File: src/rtl/auto_jogador_busca.sv
// Automatic player for the password game.
// Binary-searches password A (4 bits) and then password B (3 bits) by driving
// guesses into the hint generator and decoding its HEX6 greater/less code.
// Every output is a flop. The hint is registered before it is decoded, so
// there is no combinational path from hex_maior_menor to any output.
module auto_jogador_busca #(
    parameter int PASSO_CICLOS = 4
) (
    input  logic       clk,
    input  logic       rst_n,
    input  logic       iniciar,
    input  logic [6:0] hex_maior_menor,
    output logic [3:0] tentativa_a,
    output logic [2:0] tentativa_b,
    output logic       fase_b_ativa,
    output logic       ocupado,
    output logic       concluido,
    output logic       erro,
    output logic [3:0] num_tentativas
);

    typedef enum logic [2:0] {
        OCIOSO    = 3'd0,
        APLICA    = 3'd1,
        ESPERA    = 3'd2,
        AVALIA    = 3'd3,
        CONCLUIDO = 3'd4,
        ERRO      = 3'd5
    } estado_t;

    localparam logic [3:0] ESPERA_INI = 4'(PASSO_CICLOS - 1);

    // Segment codes produced by the hint generator (active-low segments).
    localparam logic [6:0] HEX_MAIOR = 7'b1001111;
    localparam logic [6:0] HEX_MENOR = 7'b1111001;
    localparam logic [6:0] HEX_IGUAL = 7'b1111111;

    estado_t    estado, estado_prox;
    logic [6:0] hint_q;
    logic [3:0] lo, hi, cnt;
    logic [3:0] lo_d, hi_d, cnt_d;
    logic [3:0] tent_a_d, num_d;
    logic [2:0] tent_b_d;
    logic       fase_d, ocupado_d, concluido_d, erro_d;
    logic [4:0] soma;
    logic [3:0] meio;
    logic       eh_maior, eh_menor, eh_igual, pode_iniciar;

    // The 5-bit sum keeps lo+hi from overflowing before the halving.
    assign soma     = {1'b0, lo} + {1'b0, hi};
    assign meio     = soma[4:1];
    assign eh_maior = (hint_q == HEX_MAIOR);
    assign eh_menor = (hint_q == HEX_MENOR);
    assign eh_igual = (hint_q == HEX_IGUAL);

    // A start pulse is only honoured while no search is in progress.
    assign pode_iniciar = iniciar &&
                          ((estado == OCIOSO) || (estado == CONCLUIDO) || (estado == ERRO));

    // State, search registers, registered hint and registered outputs.
    always_ff @(posedge clk or negedge rst_n) begin
        if (!rst_n) begin
            estado         <= OCIOSO;
            hint_q         <= '0;
            lo             <= '0;
            hi             <= '0;
            cnt            <= '0;
            tentativa_a    <= '0;
            tentativa_b    <= '0;
            fase_b_ativa   <= 1'b0;
            ocupado        <= 1'b0;
            concluido      <= 1'b0;
            erro           <= 1'b0;
            num_tentativas <= '0;
        end else begin
            estado         <= estado_prox;
            hint_q         <= hex_maior_menor;
            lo             <= lo_d;
            hi             <= hi_d;
            cnt            <= cnt_d;
            tentativa_a    <= tent_a_d;
            tentativa_b    <= tent_b_d;
            fase_b_ativa   <= fase_d;
            ocupado        <= ocupado_d;
            concluido      <= concluido_d;
            erro           <= erro_d;
            num_tentativas <= num_d;
        end
    end

    // Next-state decision for the search sequencer.
    always_comb begin
        estado_prox = estado;
        case (estado)
            OCIOSO, CONCLUIDO, ERRO: begin
                if (pode_iniciar) estado_prox = APLICA;
            end
            APLICA: estado_prox = ESPERA;
            ESPERA: begin
                if (cnt == 4'd0) estado_prox = AVALIA;
            end
            AVALIA: begin
                if (eh_igual)      estado_prox = fase_b_ativa ? CONCLUIDO : APLICA;
                else if (eh_maior) estado_prox = (meio == lo) ? ERRO : APLICA;
                else if (eh_menor) estado_prox = (meio == hi) ? ERRO : APLICA;
                else               estado_prox = ERRO;
            end
            default: estado_prox = OCIOSO;
        endcase
    end

    // Next values of the search registers and outputs; everything holds by default.
    always_comb begin
        lo_d        = lo;
        hi_d        = hi;
        cnt_d       = cnt;
        tent_a_d    = tentativa_a;
        tent_b_d    = tentativa_b;
        fase_d      = fase_b_ativa;
        ocupado_d   = ocupado;
        concluido_d = concluido;
        erro_d      = erro;
        num_d       = num_tentativas;
        case (estado)
            OCIOSO, CONCLUIDO, ERRO: begin
                if (pode_iniciar) begin
                    lo_d        = 4'd0;
                    hi_d        = 4'd15;
                    tent_a_d    = 4'd0;
                    tent_b_d    = 3'd0;
                    fase_d      = 1'b0;
                    ocupado_d   = 1'b1;
                    concluido_d = 1'b0;
                    erro_d      = 1'b0;
                    num_d       = 4'd0;
                end
            end
            APLICA: begin
                if (fase_b_ativa) tent_b_d = meio[2:0];
                else              tent_a_d = meio;
                num_d = num_tentativas + 4'd1;
                cnt_d = ESPERA_INI;
            end
            ESPERA: begin
                if (cnt != 4'd0) cnt_d = cnt - 4'd1;
            end
            AVALIA: begin
                if (eh_igual) begin
                    if (fase_b_ativa) begin
                        concluido_d = 1'b1;
                        ocupado_d   = 1'b0;
                    end else begin
                        // A found: tentativa_a keeps the answer, B range is 0..7.
                        fase_d = 1'b1;
                        lo_d   = 4'd0;
                        hi_d   = 4'd7;
                    end
                end else if (eh_maior && (meio != lo)) begin
                    hi_d = meio - 4'd1;
                end else if (eh_menor && (meio != hi)) begin
                    lo_d = meio + 4'd1;
                end else begin
                    // Invalid code, or a hint that pushes the range past its end.
                    erro_d    = 1'b1;
                    ocupado_d = 1'b0;
                end
            end
            default: ;
        endcase
    end

endmodule

File: config.mk
export PLATFORM = sky130hd
export DESIGN_NAME = auto_jogador_busca
export DESIGN_NICKNAME = d
export VERILOG_FILES = /design/src/rtl/auto_jogador_busca.sv
export SDC_FILE = /design/constraint.sdc
export NUM_CORES = 1
export LEC_CHECK = 0
export CAP_MARGIN = 10
export CORE_ASPECT_RATIO = 0.75
export CORE_UTILIZATION = 59
export CTS_BUF_LIST = sky130_fd_sc_hd__clkbuf_8
export DETAILED_ROUTE_END_ITERATION = 12
export GPL_ROUTABILITY_DRIVEN = 0
export PLACE_DENSITY = 0.86
export SLEW_MARGIN = 20
export SYNTH_ARGS = -nofsm -noshare
export SYNTH_HDL_FRONTEND = slang
export SYNTH_SLANG_ARGS = --single-unit
File: constraint.sdc
create_clock -name clk -period 6.42 [get_ports clk]
set_input_delay 1.605 -clock clk [delete_from_list [all_inputs] [get_ports clk]]
set_output_delay 1.605 -clock clk [all_outputs]
set_load 0.02 [all_outputs]
* Yosys cells after proc, flatten, opt, wreduce, memory -nomap -nowiden *
Cells that the tools add are included.

operators by class
  add/subtract/negate cells = 5
  equal/unequal tests = 28
  muxes and demuxes = 44
  reductions and logical operators = 23

operators with widths
  kind                                                                 count
  4-bit 2-to-1 mux                                                     11
  4-bit one-hot mux with 2 select lines                                5
  3-bit 2-to-1 mux                                                     10
  7-bit == test (second input constant)                                3
  2-bit inequality test (second input constant)                        10
  3-bit inequality test (second input constant)                        6
  5-bit AND reduction                                                  3
  1-bit 2-to-1 mux                                                     12
  3-bit one-hot mux with 4 select lines                                1
  3-bit AND reduction                                                  3
  4-bit by 1-bit adder with 4-bit output (second input constant)       2
  4-bit == test                                                        2
  4-bit inequality test                                                2
  1-bit one-hot mux with 2 select lines                                4
  4-bit AND reduction                                                  2
  4-bit by 1-bit subtractor with 4-bit output (second input constant)  2
  3-bit by 2-bit == test with 1-bit output (second input constant)     2
  3-bit == test (second input constant)                                2
  3-bit one-hot mux with 2 select lines                                1
  2-bit AND reduction                                                  3
  2-bit nonzero test                                                   3
  4-bit by 4-bit adder with 5-bit output                               1
  4-bit logical NOT                                                    1
  4-bit nonzero test                                                   1
  other kinds (5)                                                      8

word-level totals
  flip-flop bits (word level) = 37
  input bits = 10
  output and inout bits = 15
  logic and storage cells = 112

* Depth between registers and ports, before layout *
  depth after elaboration = 7
  gate-level depth with buffers = 8
  depth with buffers taken out = 8

* Least setup slack after synthesis *
OpenSTA, ideal clock, no wires.

  path type = input to register
  from = in iniciar
  to = reg hi[1]
  library setup time = 128 ps
  data arrival time = 2,684 ps
  required time = 6,292 ps
  slack = 3,608 ps
  stages on the path = 4
  path buffers = 0
  cell sequence = nor3b_1 nor2_1 a21oi_2 mux2_1

on the way
  cells in the longest elaborated chain, start to end = 3

ends and longest elaborated chain
  item                             RTL line  text
  from (decl)                      11        input logic iniciar,
  1-bit logical AND                57        assign pode_iniciar = iniciar &&
  2-bit inequality test (no line)  -
  4-bit AND reduction (no line)    -
  to (signal assigned)             79        hi <= hi_d;
  to (decl)                        40        logic [3:0] lo, hi, cnt;

Every way passes these cells.
A chain may end at the register's enable or synchronous reset.

* Final worst setup path *
  from = in iniciar
  to = reg hi[2]

The elaborated chain is that of the path after synthesis.

==> out/results.tsv <==
metric	value	unit
utilization	0.7584	
async_flop_share	1.000	
path_class	input port to flop	
die_w	67.34	um
min_period	3.424	ns
path_clk_slew	0.07	ns
cp-end-kind	flop	
cp_top_family	simple AND/OR/NAND/NOR gates	
io_pins	25	
netlist.area_leader.share	0.4901	
hold_class	flop to flop	
cts_max_level	2	
final.setup.tns	0	ns
syn_inst	176	
yosysWarnings	0	
finalMaxSlewViolations	0	
wl	3961	um
drt_first_pass_iters	4	
synth_edf_count	0	
hold_buffers	0	
syn2layout_area_growth	20.40	%
avgSynthCellArea	10.73	um^2
dp_hpwl	2882	um
leakage	0.9549	nW
cts_tree	yes	
clockBufferDepth	2	
rsz0062_at_grt	no	
grt_pass1_vias	1398	
synth_ff_type	dfrtp_1	
relSlewSlack	0.4687	
max_freq	292.0	MHz
layout_common_cells	dfrtp_1, clkdlybuf4s50_1, nor2_1	
start_util	0.6300	
highest_layer	met4	
wl_met3	265	um
cp_data_arrival_time	3.59	ns
fin_area	2275	um^2
cts_resized	0	
ant_nets	0	
stdcell_count	244	
cp_num_buf_inv	1	
run_status	finished clean	
yosysSeqAreaShare	0.4901	
synth_fp_nets	195	
core.rowCount	17	
met1Wirelength	1695	um
antenna_cells	0	
powerDensity	374.9	nW/um^2
synth-seq-cells	37	
insertion_delay	0.30	ns
synth_top_area_cell	dfrtp_1	
fin_ws	2.996	ns
io_buffers	24	
place_area	2173	um^2
pre_cts_ws	2.797	ns
dp_cells	236	
syn-cell-area	1889	um^2
tightestPinTransition	0.7952	ns
clock-root-buffer	clkbuf_8	
die_area	3435	um^2
grt_start_max_net_pins	38	
drive_gt1_frac	0.07767	
antenna_found_initial	0	
cp_slowest_cell	nor3b_1	
synth.distinct_cells	44	
fin_crit_sh	0.5334	
vias_per_cell	5.980	
grt_overflow	0	
drv_cap	0	
dieHeight	51.01	um
cp_slowest_stage_delay	0.68	ns
ir_drop	0.2388	mV
wl_per_cell	16.23	um
grt_first_pass_wirelength	6617	um
layout_commonest_cell	dfrtp_1	
nets	224	
hold_viol	0	
dr_wl_met2	1941	um
drc	0	
fp.coreArea	2999	um^2
path_cells	clkdlybuf4s50_1, nor3b_1, nor2_1, a21oi_2, mux2_1	
cts_buffers	5	
finalSetupViolations	0	
first_iter_violations	87	
start_kind	input port	
synth_area_leaders	dfrtp_1, ha_1, xnor2_1	
vias	1459	
required	6.59	ns
clock_sinks	37	
skew	0.008742	ns
crit_fanout	6	
post_cts.repair.setup_buffers	0	
grt_use_total	0.2699	
==> metrics by stage <==
stage / power, mW / hold WS (ns)
2_1_floorplan: 0.5538 / 0.4688
3_3_place_gp: 0.6457 / 0.4808
3_5_place_dp: 0.6691 / 0.4982
4_1_cts: 0.8485 / 0.5074
5_1_grt: 0.9056 / 0.5317
6_report: 0.8528 / 0.5043
==> routing by layer <==
layer / GRT usage / up-vias
li1: - / 678
met1: 0.3628 / 701
met3: 0.07589 / 10
met5: 0 / -
met4: 0.1099 / 0
met2: 0.4100 / 70
==> report_power, final <==
| part | internal (mW) | switching (mW) |
|---|---|---|
| Sequential | 0.282 | 0.0538 |
| Clock | 0.0970 | 0.0836 |
| Combinational | 0.145 | 0.191 |
==> worst paths after layout <==
check | start | endpoint | slack (ns) | depth (start not counted)
worst max-delay path | iniciar | hi[2]$_DFFE_PN0P_ | 3.00 | 5
worst min-delay path | cnt[0]$_DFFE_PN0P_ | cnt[0]$_DFFE_PN0P_ | 0.50 | 1
worst max register to register | lo[1]$_DFFE_PN0P_ | hi[2]$_DFFE_PN0P_ | 3.56 | 8
worst min register to register | cnt[0]$_DFFE_PN0P_ | cnt[0]$_DFFE_PN0P_ | 0.50 | 1
max in group asynchronous | rst_n | hint_q[6]$_DFF_PN0_ | 4.38 | 2
min in group asynchronous | rst_n | num_tentativas[1]$_DFFE_PN0P_ | 1.72 | 2
==> worst reg2reg max path: cells and delay by family, from the launching register on <==
| kind | cells | cell delay, ns |
|---|---|---|
| and+or+nand+nor | 1 | 0.20 |
| xor gates and xnor gates | 1 | 0.16 |
| DFF | 1 | 0.44 |
| AOI/OAI and AO/OA | 3 | 0.99 |
| adders and majority gates | 1 | 0.51 |
| buffers and inverters | 1 | 0.10 |
| muxes | 1 | 0.34 |
==> cells in the mapped netlist (5+ instances only) <==
cell     count
a21oi_1      5
a22o_1       6
dfrtp_1     37
ha_1         8
inv_1        9
nand2_1     11
nand3_1     10
nor2_1      15
nor3_1       5
o21ai_0      5
o21ai_1      7
xnor2_1     11
xor2_1       7
==> cell families (layout without fill, tap and decap cells) <==
logic type	count (synthesis)	count (layout)	synth area share
mux	5	5	0.02914
simple gates	57	57	0.1503
buf+inv	12	42	0.02384
compound gates	37	37	0.1450
flops	37	37	0.4901
fa+ha+maj	9	9	0.06358
xor+xnor	19	19	0.09801
==> layout make-up <==
cell class / instances / area, um^2
clock buffers: 7 / 96.34
clock inverters: 1 / 5.005
fillers: 202 / 724.4
inverters: 9 / 33.78
multi-input cells: 127 / 918.4
flip-flops and latches: 37 / 925.9
well taps: 38 / 47.55
repair buffers: 25 / 247.7
==> flip-flops by register name (all words and copies together) (netlist names) <==
| register | count |
|---|---|
| hint_q | 7 |
| cnt | 4 |
| hi | 4 |
| lo | 4 |
| num_tentativas | 4 |
| tentativa_a | 4 |
| estado | 3 |
| tentativa_b | 3 |
| concluido | 1 |
| erro | 1 |
| fase_b_ativa | 1 |
| ocupado | 1 |
Note: power is estimated with default switching activity, not from simulation.
